**config.mk**
```make
export PLATFORM = sky130hd
export DESIGN_NAME = cam_stream_gen
export DESIGN_NICKNAME = d
export VERILOG_FILES = /design/src/rtl/cam_gen_pkg.sv /design/src/rtl/cam_pixel_src.sv /design/src/rtl/cam_stream_gen.sv
export SDC_FILE = /design/constraint.sdc
export NUM_CORES = 1
export LEC_CHECK = 0
export CORE_MARGIN = 2
export CORE_UTILIZATION = 30
export DETAILED_ROUTE_END_ITERATION = 16
export GPL_TIMING_DRIVEN = 0
export PLACE_DENSITY = 0.54
export SLEW_MARGIN = 30
export SYNTH_ARGS = -nofsm -noshare
export SYNTH_HDL_FRONTEND = slang
export SYNTH_SLANG_ARGS = --single-unit
```
**constraint.sdc**
```tcl
create_clock -name clk -period 14.5 [get_ports clk]
set_input_delay 2.9 -clock clk [delete_from_list [all_inputs] [get_ports clk]]
set_output_delay 2.9 -clock clk [all_outputs]
set_load 0.02 [all_outputs]
```
**src/rtl/cam_gen_pkg.sv**
```systemverilog
// Shared types and constants for the camera stream emulator: FSM states,
// RGB565 colour-bar palette, pattern codes and the per-frame config record.
package cam_gen_pkg;

  typedef enum logic [2:0] {
    ST_IDLE   = 3'd0,
    ST_VSYNC  = 3'd1,
    ST_VBACK  = 3'd2,
    ST_ACTIVE = 3'd3,
    ST_VFRONT = 3'd4
  } cam_state_e;

  localparam logic PAT_BARS = 1'b0;
  localparam logic PAT_BALL = 1'b1;

  localparam logic [15:0] COL_WHITE   = 16'hFFFF;
  localparam logic [15:0] COL_YELLOW  = 16'hFFE0;
  localparam logic [15:0] COL_CYAN    = 16'h07FF;
  localparam logic [15:0] COL_GREEN   = 16'h07E0;
  localparam logic [15:0] COL_MAGENTA = 16'hF81F;
  localparam logic [15:0] COL_RED     = 16'hF800;
  localparam logic [15:0] COL_BLUE    = 16'h001F;
  localparam logic [15:0] COL_BLACK   = 16'h0000;

  typedef struct packed {
    logic        pattern;
    logic [9:0]  ball_x;
    logic [9:0]  ball_y;
    logic [7:0]  ball_r;
    logic [15:0] fg_color;
    logic [15:0] bg_color;
  } cam_cfg_t;

  function automatic logic [15:0] bar_color(input logic [2:0] idx);
    logic [15:0] c;
    case (idx)
      3'd0:    c = COL_WHITE;
      3'd1:    c = COL_YELLOW;
      3'd2:    c = COL_CYAN;
      3'd3:    c = COL_GREEN;
      3'd4:    c = COL_MAGENTA;
      3'd5:    c = COL_RED;
      3'd6:    c = COL_BLUE;
      default: c = COL_BLACK;
    endcase
    return c;
  endfunction

endpackage

```
**src/rtl/cam_pixel_src.sv**
```systemverilog
// Pure combinational pixel generator: (x, y, frame config) -> RGB565 word.
// Colour bars or a clipped square ball on a background.
module cam_pixel_src
  import cam_gen_pkg::*;
#(
  parameter int H_ACTIVE = 640
) (
  input  logic [9:0]  x,
  input  logic [9:0]  y,
  input  cam_cfg_t    cfg,
  output logic [15:0] pixel
);

  localparam logic [9:0] BAR_W = 10'(H_ACTIVE / 8);

  logic [2:0]         bar_idx;
  logic signed [10:0] dx;
  logic signed [10:0] dy;
  logic [10:0]        adx;
  logic [10:0]        ady;
  logic               in_ball;

  assign bar_idx = 3'(x / BAR_W);

  // Signed differences keep the ball from wrapping around the frame edges.
  assign dx  = $signed({1'b0, x}) - $signed({1'b0, cfg.ball_x});
  assign dy  = $signed({1'b0, y}) - $signed({1'b0, cfg.ball_y});
  assign adx = dx[10] ? $unsigned(-dx) : $unsigned(dx);
  assign ady = dy[10] ? $unsigned(-dy) : $unsigned(dy);
  assign in_ball = (adx < {3'b000, cfg.ball_r}) && (ady < {3'b000, cfg.ball_r});

  always_comb begin
    pixel = bar_color(bar_idx);
    if (cfg.pattern == PAT_BALL) begin
      pixel = in_ball ? cfg.fg_color : cfg.bg_color;
    end
  end

endmodule

```
**src/rtl/cam_stream_gen.sv**
```systemverilog
// Camera-side frame emulator driving apclk/ahref/avsync/adata with RGB565 pixels.
// Optional per-frame checksum on frame_sum when CAMGEN_CHECKSUM_EN is defined.
module cam_stream_gen
  import cam_gen_pkg::*;
#(
  parameter int H_ACTIVE      = 640,
  parameter int V_ACTIVE      = 480,
  parameter int H_BLANK       = 288,
  parameter int V_SYNC_LINES  = 3,
  parameter int V_BACK_LINES  = 17,
  parameter int V_FRONT_LINES = 10,
  parameter int PCLK_HALF     = 2
) (
  input  logic        clk,
  input  logic        res_n,
  input  logic        enable,
  input  logic        pattern,
  input  logic [9:0]  ball_x,
  input  logic [9:0]  ball_y,
  input  logic [7:0]  ball_r,
  input  logic [15:0] fg_color,
  input  logic [15:0] bg_color,
  output logic        apclk,
  output logic        ahref,
  output logic        avsync,
  output logic [7:0]  adata,
  output logic        frame_start,
  output logic        busy,
  output logic [15:0] frame_sum
);

  localparam logic [15:0] L_LAST   = 16'(2 * H_ACTIVE + H_BLANK - 1);
  localparam logic [15:0] H_BYTES  = 16'(2 * H_ACTIVE);
  localparam logic [15:0] DIV_LAST = 16'(PCLK_HALF - 1);

  cam_state_e  state_q, state_d;
  logic [15:0] hcnt_q, hcnt_d;
  logic [15:0] vcnt_q, vcnt_d;
  logic [15:0] div_q, div_d;
  logic        apclk_q, apclk_d;
  logic        avsync_q, avsync_d;
  logic        ahref_q, ahref_d;
  logic [7:0]  adata_q, adata_d;
  logic        frame_start_q, frame_start_d;
  logic        busy_q, busy_d;
  cam_cfg_t    cfg_q, cfg_d;
  logic        fall_tick;
  logic        start_frame;
  logic [15:0] pixel;

  function automatic logic [15:0] phase_last(input cam_state_e s);
    logic [15:0] n;
    case (s)
      ST_VSYNC:  n = 16'(V_SYNC_LINES - 1);
      ST_VBACK:  n = 16'(V_BACK_LINES - 1);
      ST_ACTIVE: n = 16'(V_ACTIVE - 1);
      ST_VFRONT: n = 16'(V_FRONT_LINES - 1);
      default:   n = 16'h0000;
    endcase
    return n;
  endfunction

  // Zero-line phases are skipped by falling through to the following phase.
  function automatic cam_state_e next_phase(input cam_state_e s, input logic en);
    cam_state_e after_front, from_active, from_back, from_sync, n;
    after_front = en ? ST_VSYNC : ST_IDLE;
    from_active = (V_FRONT_LINES > 0) ? ST_VFRONT : after_front;
    from_back   = (V_ACTIVE > 0) ? ST_ACTIVE : from_active;
    from_sync   = (V_BACK_LINES > 0) ? ST_VBACK : from_back;
    case (s)
      ST_VSYNC:  n = from_sync;
      ST_VBACK:  n = from_back;
      ST_ACTIVE: n = from_active;
      ST_VFRONT: n = after_front;
      default:   n = ST_IDLE;
    endcase
    return n;
  endfunction

  always_comb begin
    state_d     = state_q;
    hcnt_d      = hcnt_q;
    vcnt_d      = vcnt_q;
    div_d       = div_q;
    apclk_d     = apclk_q;
    fall_tick   = 1'b0;
    start_frame = 1'b0;
    if (state_q == ST_IDLE) begin
      apclk_d     = 1'b0;
      div_d       = 16'h0000;
      start_frame = enable;
    end else begin
      if (div_q == DIV_LAST) begin
        div_d     = 16'h0000;
        apclk_d   = ~apclk_q;
        fall_tick = apclk_q;
      end else begin
        div_d = div_q + 16'h0001;
      end
      if (fall_tick) begin
        if (hcnt_q == L_LAST) begin
          hcnt_d = 16'h0000;
          if (vcnt_q == phase_last(state_q)) begin
            vcnt_d      = 16'h0000;
            state_d     = next_phase(state_q, enable);
            start_frame = (state_d == ST_VSYNC);
          end else begin
            vcnt_d = vcnt_q + 16'h0001;
          end
        end else begin
          hcnt_d = hcnt_q + 16'h0001;
        end
      end
    end
    if (start_frame) begin
      state_d = ST_VSYNC;
      hcnt_d  = 16'h0000;
      vcnt_d  = 16'h0000;
    end
  end

  always_comb begin
    cfg_d = cfg_q;
    if (start_frame) begin
      cfg_d.pattern  = pattern;
      cfg_d.ball_x   = ball_x;
      cfg_d.ball_y   = ball_y;
      cfg_d.ball_r   = ball_r;
      cfg_d.fg_color = fg_color;
      cfg_d.bg_color = bg_color;
    end
  end

  cam_pixel_src #(
    .H_ACTIVE (H_ACTIVE)
  ) u_pixel_src (
    .x     (hcnt_d[10:1]),
    .y     (vcnt_d[9:0]),
    .cfg   (cfg_q),
    .pixel (pixel)
  );

  // Bus outputs describe the upcoming pclk period, so they only move on the apclk fall.
  always_comb begin
    avsync_d      = avsync_q;
    ahref_d       = ahref_q;
    adata_d       = adata_q;
    frame_start_d = start_frame;
    busy_d        = (state_d != ST_IDLE);
    if (fall_tick || start_frame) begin
      avsync_d = (state_d == ST_VSYNC);
      ahref_d  = (state_d == ST_ACTIVE) && (hcnt_d < H_BYTES);
      adata_d  = 8'h00;
      if (ahref_d) begin
        adata_d = hcnt_d[0] ? pixel[7:0] : pixel[15:8];
      end
    end
  end

  always_ff @(posedge clk) begin
    if (!res_n) begin
      state_q       <= ST_IDLE;
      hcnt_q        <= 16'h0000;
      vcnt_q        <= 16'h0000;
      div_q         <= 16'h0000;
      apclk_q       <= 1'b0;
      avsync_q      <= 1'b0;
      ahref_q       <= 1'b0;
      adata_q       <= 8'h00;
      frame_start_q <= 1'b0;
      busy_q        <= 1'b0;
      cfg_q         <= '0;
    end else begin
      state_q       <= state_d;
      hcnt_q        <= hcnt_d;
      vcnt_q        <= vcnt_d;
      div_q         <= div_d;
      apclk_q       <= apclk_d;
      avsync_q      <= avsync_d;
      ahref_q       <= ahref_d;
      adata_q       <= adata_d;
      frame_start_q <= frame_start_d;
      busy_q        <= busy_d;
      cfg_q         <= cfg_d;
    end
  end

  assign apclk       = apclk_q;
  assign ahref       = ahref_q;
  assign avsync      = avsync_q;
  assign adata       = adata_q;
  assign frame_start = frame_start_q;
  assign busy        = busy_q;

`ifdef CAMGEN_CHECKSUM_EN
  logic [15:0] sum_q, sum_d;
  logic [15:0] frame_sum_q, frame_sum_d;

  // Each pixel word is added once, when its high byte goes out.
  always_comb begin
    sum_d       = sum_q;
    frame_sum_d = frame_sum_q;
    if (start_frame) begin
      sum_d = 16'h0000;
    end else if (fall_tick && ahref_d && !hcnt_d[0]) begin
      sum_d = sum_q + pixel;
    end
    if (fall_tick && (state_q == ST_ACTIVE) && (state_d != ST_ACTIVE)) begin
      frame_sum_d = sum_q;
    end
  end

  always_ff @(posedge clk) begin
    if (!res_n) begin
      sum_q       <= 16'h0000;
      frame_sum_q <= 16'h0000;
    end else begin
      sum_q       <= sum_d;
      frame_sum_q <= frame_sum_d;
    end
  end

  assign frame_sum = frame_sum_q;
`else
  assign frame_sum = 16'h0000;
`endif

endmodule

```
### After elaboration in Yosys (flattened, before gate mapping)

Index checks and enable logic that the tools add are counted.

| operators by class | value |
|---|---|
| $add $sub $neg | 7 |
| divide/modulo/power cells | 1 |
| magnitude comparators | 3 |
| equal/unequal tests | 16 |
| muxes and demuxes | 38 |
| bitwise gates (word level) | 3 |
| reduce and logical (&&, ||, !) cells | 10 |

Operators by type and width:

| operator | count |
|---|---|
| $mux W16 | 10 |
| $pmux W16 S7 | 1 |
| $add A16 B1 Y16 const B | 3 |
| $mux W10 | 4 |
| $pmux W9 S4 | 1 |
| $mux W3 | 9 |
| $lt A11 B8 Y1 | 2 |
| $mux W11 | 2 |
| $neg A11 Y11 | 2 |
| $sub A10 B10 Y11 | 2 |
| $eq A16 B1 Y1 const B | 1 |
| $eq A16 B11 Y1 const B | 1 |
| $eq A16 B16 Y1 | 1 |
| $lt A16 B11 Y1 const B | 1 |
| $mux W8 | 2 |
| $eq A3 B2 Y1 const B | 5 |
| $eq A3 B1 Y1 const B | 4 |
| $eq A3 B3 Y1 const B | 4 |
| $pmux W3 S4 | 1 |
| $div A10 B7 Y10 const B | 1 |
| $mux W1 | 8 |
| $logic_not A3 Y1 | 2 |
| $reduce_or A2 Y1 | 2 |
| $not A1 Y1 | 3 |
| 5 further kinds | 6 |

| word-level totals | value |
|---|---|
| flip-flop bits (word level) | 125 |
| output and inout port bits | 29 |
| word-level logic and storage cells | 95 |

### Depth between registers and ports, before layout

Gate-level depths: netlist (run 1).

| logic depth | value |
|---|---|
| word-level depth | 25 |
| depth in mapped cells | 34 |

### Hierarchy

A second synthesis (run 1) with hierarchy kept.

| unflattened totals | value |
|---|---|
| cells, all modules | 1,072 |
| area, all modules | 8,499.4 um^2 |

Modules (own cells, without submodules):

| module | instances | cells an instance | area each (um^2) | seq. area each (um^2) |
|---|---|---|---|---|
| cam_stream_gen | 1 | 728 | 6,065.8 | 2,502.4 |
| cam_pixel_src | 1 | 344 | 2,433.6 | 0.0 |

### Least setup slack after synthesis (run 1)

No wires, ideal clock.

| timing | value |
|---|---|
| kind | input -> register |
| from | input port enable |
| to | register adata_q[3], in the netlist adata[3] |
| library setup time | 133 ps |
| arrival time | 8,189 ps |
| required time | 14,367 ps |
| slack | 6,179 ps |
| cell stages on the path | 25 |
| path buffers | 3 |
| path through | nand2_1 > a21oi_4 > clkbuf_1 > clkbuf_1 > nor2_1 > fa_1 > a21oi_1 > o211ai_1 > o41ai_1 > nor2b_1 > o21ai_0 > nand2b_1 > or3_1 > xnor2_1 > ha_1 > a21o_1 > o211ai_1 > a21boi_0 > a311o_1 > a2111oi_0 > o21a_1 > buf_2 > a21boi_0 > o311ai_0 > nand3_1 |

| on the way | value |
|---|---|
| word-level cells in the longest chain between the ends | 21 |
| elaborated cells on any way between the ends | 44 |
| classes of those cells | 4 x add/sub; 1 x div; 3 x order compare; 8 x eq/ne; 24 x mux; 4 x reduce/logical |

Ends and longest elaborated chain:

| what | line | source |
|---|---|---|
| from (decl) | cam_stream_gen.sv:16 | `input logic enable,` |
| $mux W1 | cam_stream_gen.sv:66 | `after_front = en ? ST_VSYNC : ST_IDLE;` |
| $pmux W3 S4 | cam_stream_gen.sv:70 | `case (s)` |
| $mux W3 | cam_stream_gen.sv:103 | `if (vcnt_q == phase_last(state_q)) begin` |
| $mux W3 | cam_stream_gen.sv:101 | `if (hcnt_q == L_LAST) begin` |
| $mux W3 | cam_stream_gen.sv:100 | `if (fall_tick) begin` |
| $mux W3 | cam_stream_gen.sv:88 | `if (state_q == ST_IDLE) begin` |
| $eq A3 B1 Y1 | cam_stream_gen.sv:106 | `start_frame = (state_d == ST_VSYNC);` |
| $mux W1 | cam_stream_gen.sv:103 |  |
| $mux W1 | cam_stream_gen.sv:101 |  |
| $mux W1 | cam_stream_gen.sv:100 |  |
| $mux W1 (*) | cam_stream_gen.sv:88 |  |
| $mux W16 (*) | cam_stream_gen.sv:115 | `if (start_frame) begin` |
| named net hcnt_d[2] | cam_stream_gen.sv:37 | `logic [15:0] hcnt_q, hcnt_d;` |
| branches (longest 8 deep; another with $div A10 B7 Y10) | -- |  |
| $mux W8 (*) | cam_stream_gen.sv:154 | `if (ahref_d) begin` |
| to (signal assigned) | cam_stream_gen.sv:181 | `adata_q <= adata_d;` |
| to (decl) | cam_stream_gen.sv:43 | `logic [7:0] adata_q, adata_d;` |

Mark *: on every way through the listed nets, which the timed path passes. The select of a mux whose other input is x is not followed.
A chain may end at the register's enable or synchronous reset.

### Worst setup path in the final report (run 1)

| timing | value |
|---|---|
| from | input port enable |
| to | register adata_q[0], in the netlist adata[0] |

The elaborated chain is that of the path after synthesis.

==> results of run 1 <==
[metrics by stage]
stage          total power (W)  setup slack, ns  std cells  area [µm²]
2_1_floorplan         0.000529             6.18       1076        8050
3_3_place_gp          0.000593             4.21       1487        9230
3_5_place_dp          0.000596             4.07       1487        9230
4_1_cts                0.00105             4.50       1519        9840
5_1_grt                0.00109             3.80       1519        9840
6_report               0.00104             4.48       1519        9840
[layer usage]
layer / global-route usage [%] / wire [µm]
met3: 2.93 / 903
met4: 5.03 / 325
met1: 22.6 / 11500
met2: 26.3 / 10200
met5: 0 / 0
[kinds of logic after synthesis]
kind of cell	Yosys count	share of synthesized area [%]
compound gates	256	21.1
xor+xnor	58	6.36
simple gates	469	28.1
fa+ha+maj	42	6.76
flops	125	31.3
mux	4	0.517
buf+inv	106	5.82
other cells	1	0.0469
[sequential cells by signal, indices dropped and copies added (netlist names)]
| register | flops |
|---|---|
| apclk | 1 |
| ahref | 1 |
| cfg_q | 61 |
| hcnt_q | 16 |
| state_q | 3 |
| avsync | 1 |
| busy | 1 |
| div_q | 16 |
| adata | 8 |
| vcnt_q | 16 |
| frame_start | 1 |
[power breakdown]
| group | switching [W] | internal [W] |
|---|---|---|
| clock | 0.000185 | 0.000265 |
| combinational | 0.000132 | 0.0000959 |
| sequential | 0.00000723 | 0.000355 |
[layout by cell type (no fill, tap or decap), drive strengths merged, types with 9 or more instances in the layout]
cell type	n
nand2	189
dfxtp	125
a21oi	105
nor2	93
clkdlybuf4s50	76
clkbuf	57
inv	55
o21ai	45
ha	40
nand3	37
xnor2	35
and3	24
xor2	23
nor3	21
buf	21
nand4	20
conb	16
nor4	14
nor2b	13
and2	11
o31ai	11
a21boi	11
or3	10
a21o	9
[path summary, 6_finish.rpt]
| path | from | endpoint | slack, ns | depth (start not counted) |
|---|---|---|---|---|
| max | enable | adata[0] | 4.48 | 26 |
| min | cfg_q[10] | cfg_q[10] | 0.45 | 2 |
| max reg2reg | div_q[0] | adata[0] | 5.60 | 30 |
| min reg2reg | cfg_q[10] | cfg_q[10] | 0.45 | 2 |
[cell type report]
cell class / count / area, µm² / area share [%]
Tap cell: 335 / 419 / 4.26
Buffer: 60 / 293 / 2.98
Multi-Input combinational cell: 845 / 5080 / 51.7
Sequential cell: 125 / 2500 / 25.4
Timing Repair Buffer: 76 / 761 / 7.73
Clock inverter: 14 / 170 / 1.73
Clock buffer: 18 / 439 / 4.46
Inverter: 46 / 173 / 1.75
[worst max-delay path, cell delays in order]
cell and delay, ns:
clkdlybuf4s50_1 0.55, nand2_1 0.15, a21oi_4 0.25, clkbuf_1 0.65
clkbuf_1 0.43, nor2_1 0.16, fa_1 0.51, a21oi_1 0.24
o211ai_1 0.17, o41ai_1 0.48, nor2b_1 0.09, o21ai_0 0.21
nand2b_1 0.16, or3_1 0.40, xnor2_1 0.19, ha_1 0.28
a21o_1 0.18, o211ai_1 0.15, a21boi_0 0.12, a311o_1 0.30
a2111oi_0 0.57, o21a_1 0.29, clkbuf_1 0.32, a21boi_0 0.19
o32ai_1 0.30, a21oi_1 0.06
==> out/results.txt, run 1 <==
TritonCTS built the clock tree. The initial utilization of the core area, before any placement, comes to 30.6%. nand2_1 is the most common cell in the netlist. The final HPWL from detailed placement was 17.7 mm. Most used flip-flop cell after synthesis: dfxtp_1. Buffers inserted to repair hold after CTS numbered 0. Synthesis produced 1,061 cells.

For this run, the total global-route usage over all layers was measured as 16.5%. For the arrival time of the worst setup path, the log shows 10.33 ns. The CTS root buffer is clkbuf_16.

Iteration count of the initial detailed-routing pass: 11. Yosys attributes the largest share of cell area to dfxtp_1, nand2_1, a21oi_1, ha_1, nor2_1. For the total DRC errors in the routed layout, the log shows 7. The hold violation count in the final report was 0; the number of nets in the layout was 1,277. The analysis attributes to cell leakage a power of 3.67 nW. Power spread over the standard cell area amounts to 106 nW/µm².

The maximum net fanout on the critical path works out to 10. The synthesized netlist occupies a cell area of 7990 µm². The tools report the endpoint kind of the worst setup timing path as a flip-flop. The vertical extent of the die was 167 µm. Type of the setup path with the least slack: in2reg. The logs give 65.9 µV for the maximum vdd drop and 0 for the count of inserted antenna diode cells. The first global-routing pass estimated 36.8 mm of wire. The congestion estimate from routability-driven global placement came to 0.868. The class of the worst hold path is reg2reg.

On the final layout, the worst hold slack is 0.452 ns. After synthesis the netlist holds a flip-flop and latch count of 125. The setup clock skew after layout is 0.0109 ns.

In the routed layout, each cell is associated on average with a via count of 5.00. The initial antenna violation count was 0; the area of the die was 28,000 µm². The Yosys warning count is 0, and the maximum number of pins on one net before global-route repair is 17. The number of clock buffers added by TritonCTS is 17. The flow ran to the end, but the final reports show violations. After detailed routing, the total wire length is 23.0 mm.

The run gives 0 as the final max-slew violation count. The via count of the first global-routing pass was 7,135. The fill cell instance count of the final layout came out at 2,823. During placement, the flow inserted port buffers numbering 76. Of the available clock period, the critical path in the final layout requires 69.1%. Yosys mapped a number of flops with a built-in enable equal to 0. The final reports fail on design-rule violations. The clock net in this run drives a total of 125 sinks. For the worst relative slew slack, the log shows 38.1%. The routed layout has 7,588 vias. The top cell type's share of synthesized area came out at 31.3%. Setup repair after global routing left no endpoint under its margin. The starting DRC count in detailed routing was 449. The final routed wire length divided by cell count is 15.1 µm, and the clock tree buffer depth is 2. Count of H-tree levels built during CTS: 4. The clock period minus worst slack came out at 10.02 ns.

The run gives 0 as the count of endpoints failing setup in the final report. The share of flip-flops with an asynchronous set or reset came out at 0%. The number of setup buffers added after CTS was 0; the core occupancy in the finished layout was 37.7%. Clock latency on the worst-skew pair, taken at its later pin, is 0.43 ns.

The die is 167 µm wide. For the number of distinct standard cells referenced by the synthesized netlist, the log shows 73. The synthesized area per cell is 7.53 µm². Sequential cells were found to cover 31.3% of the synthesized design area.

The number of gates resized after CTS came out at 0. Counting instances in the post-synthesis netlist gives the leading cell types as nand2_1, dfxtp_1, a21oi_1, nor2_1, inv_1. The floorplan has 59 rows. Across the run, the number of max-cap violations was 0. The element type at the critical path start was an input port.

For the worst setup path, the data required time is 14.81 ns. The achievable frequency came out at 99.8 MHz. The area growth from synthesis to layout came out at 23.1%. The top-level port count came out at 93.

In this run the remaining antenna-violating nets after routing total 0. The total overflow left after global routing is 0. The CTS clock-pin slew for the worst setup and hold paths is 0.06 ns, and the post-route setup TNS is 0 ns. The fraction of layout cells with a size suffix above 1 was 6.25%. The transition time at the pin with the least slew margin was 0.925 ns; the placeable core region was 26,100 µm². The largest total area in the synthesized netlist belongs to dfxtp_1.
Power figures use the tool's default switching activity.
==> run 2, diff against run 1 <==
clock period = 9.9 ns   (was 14.5 ns; I/O delays follow)
==> results of run 2 <==
Same layout as run 1 (identical final DEF). Status: finished with violations: design-rule violations.
Among the figures that moved: setup slack after placement 4.07 ns -> 0.394 ns; setup slack after layout 4.48 ns -> 0.796 ns; register-to-register setup slack 5.60 ns -> 1.00 ns; total power 0.00104 W -> 0.00152 W; worst IR drop on VDD 65.9 µV -> 96.6 µV
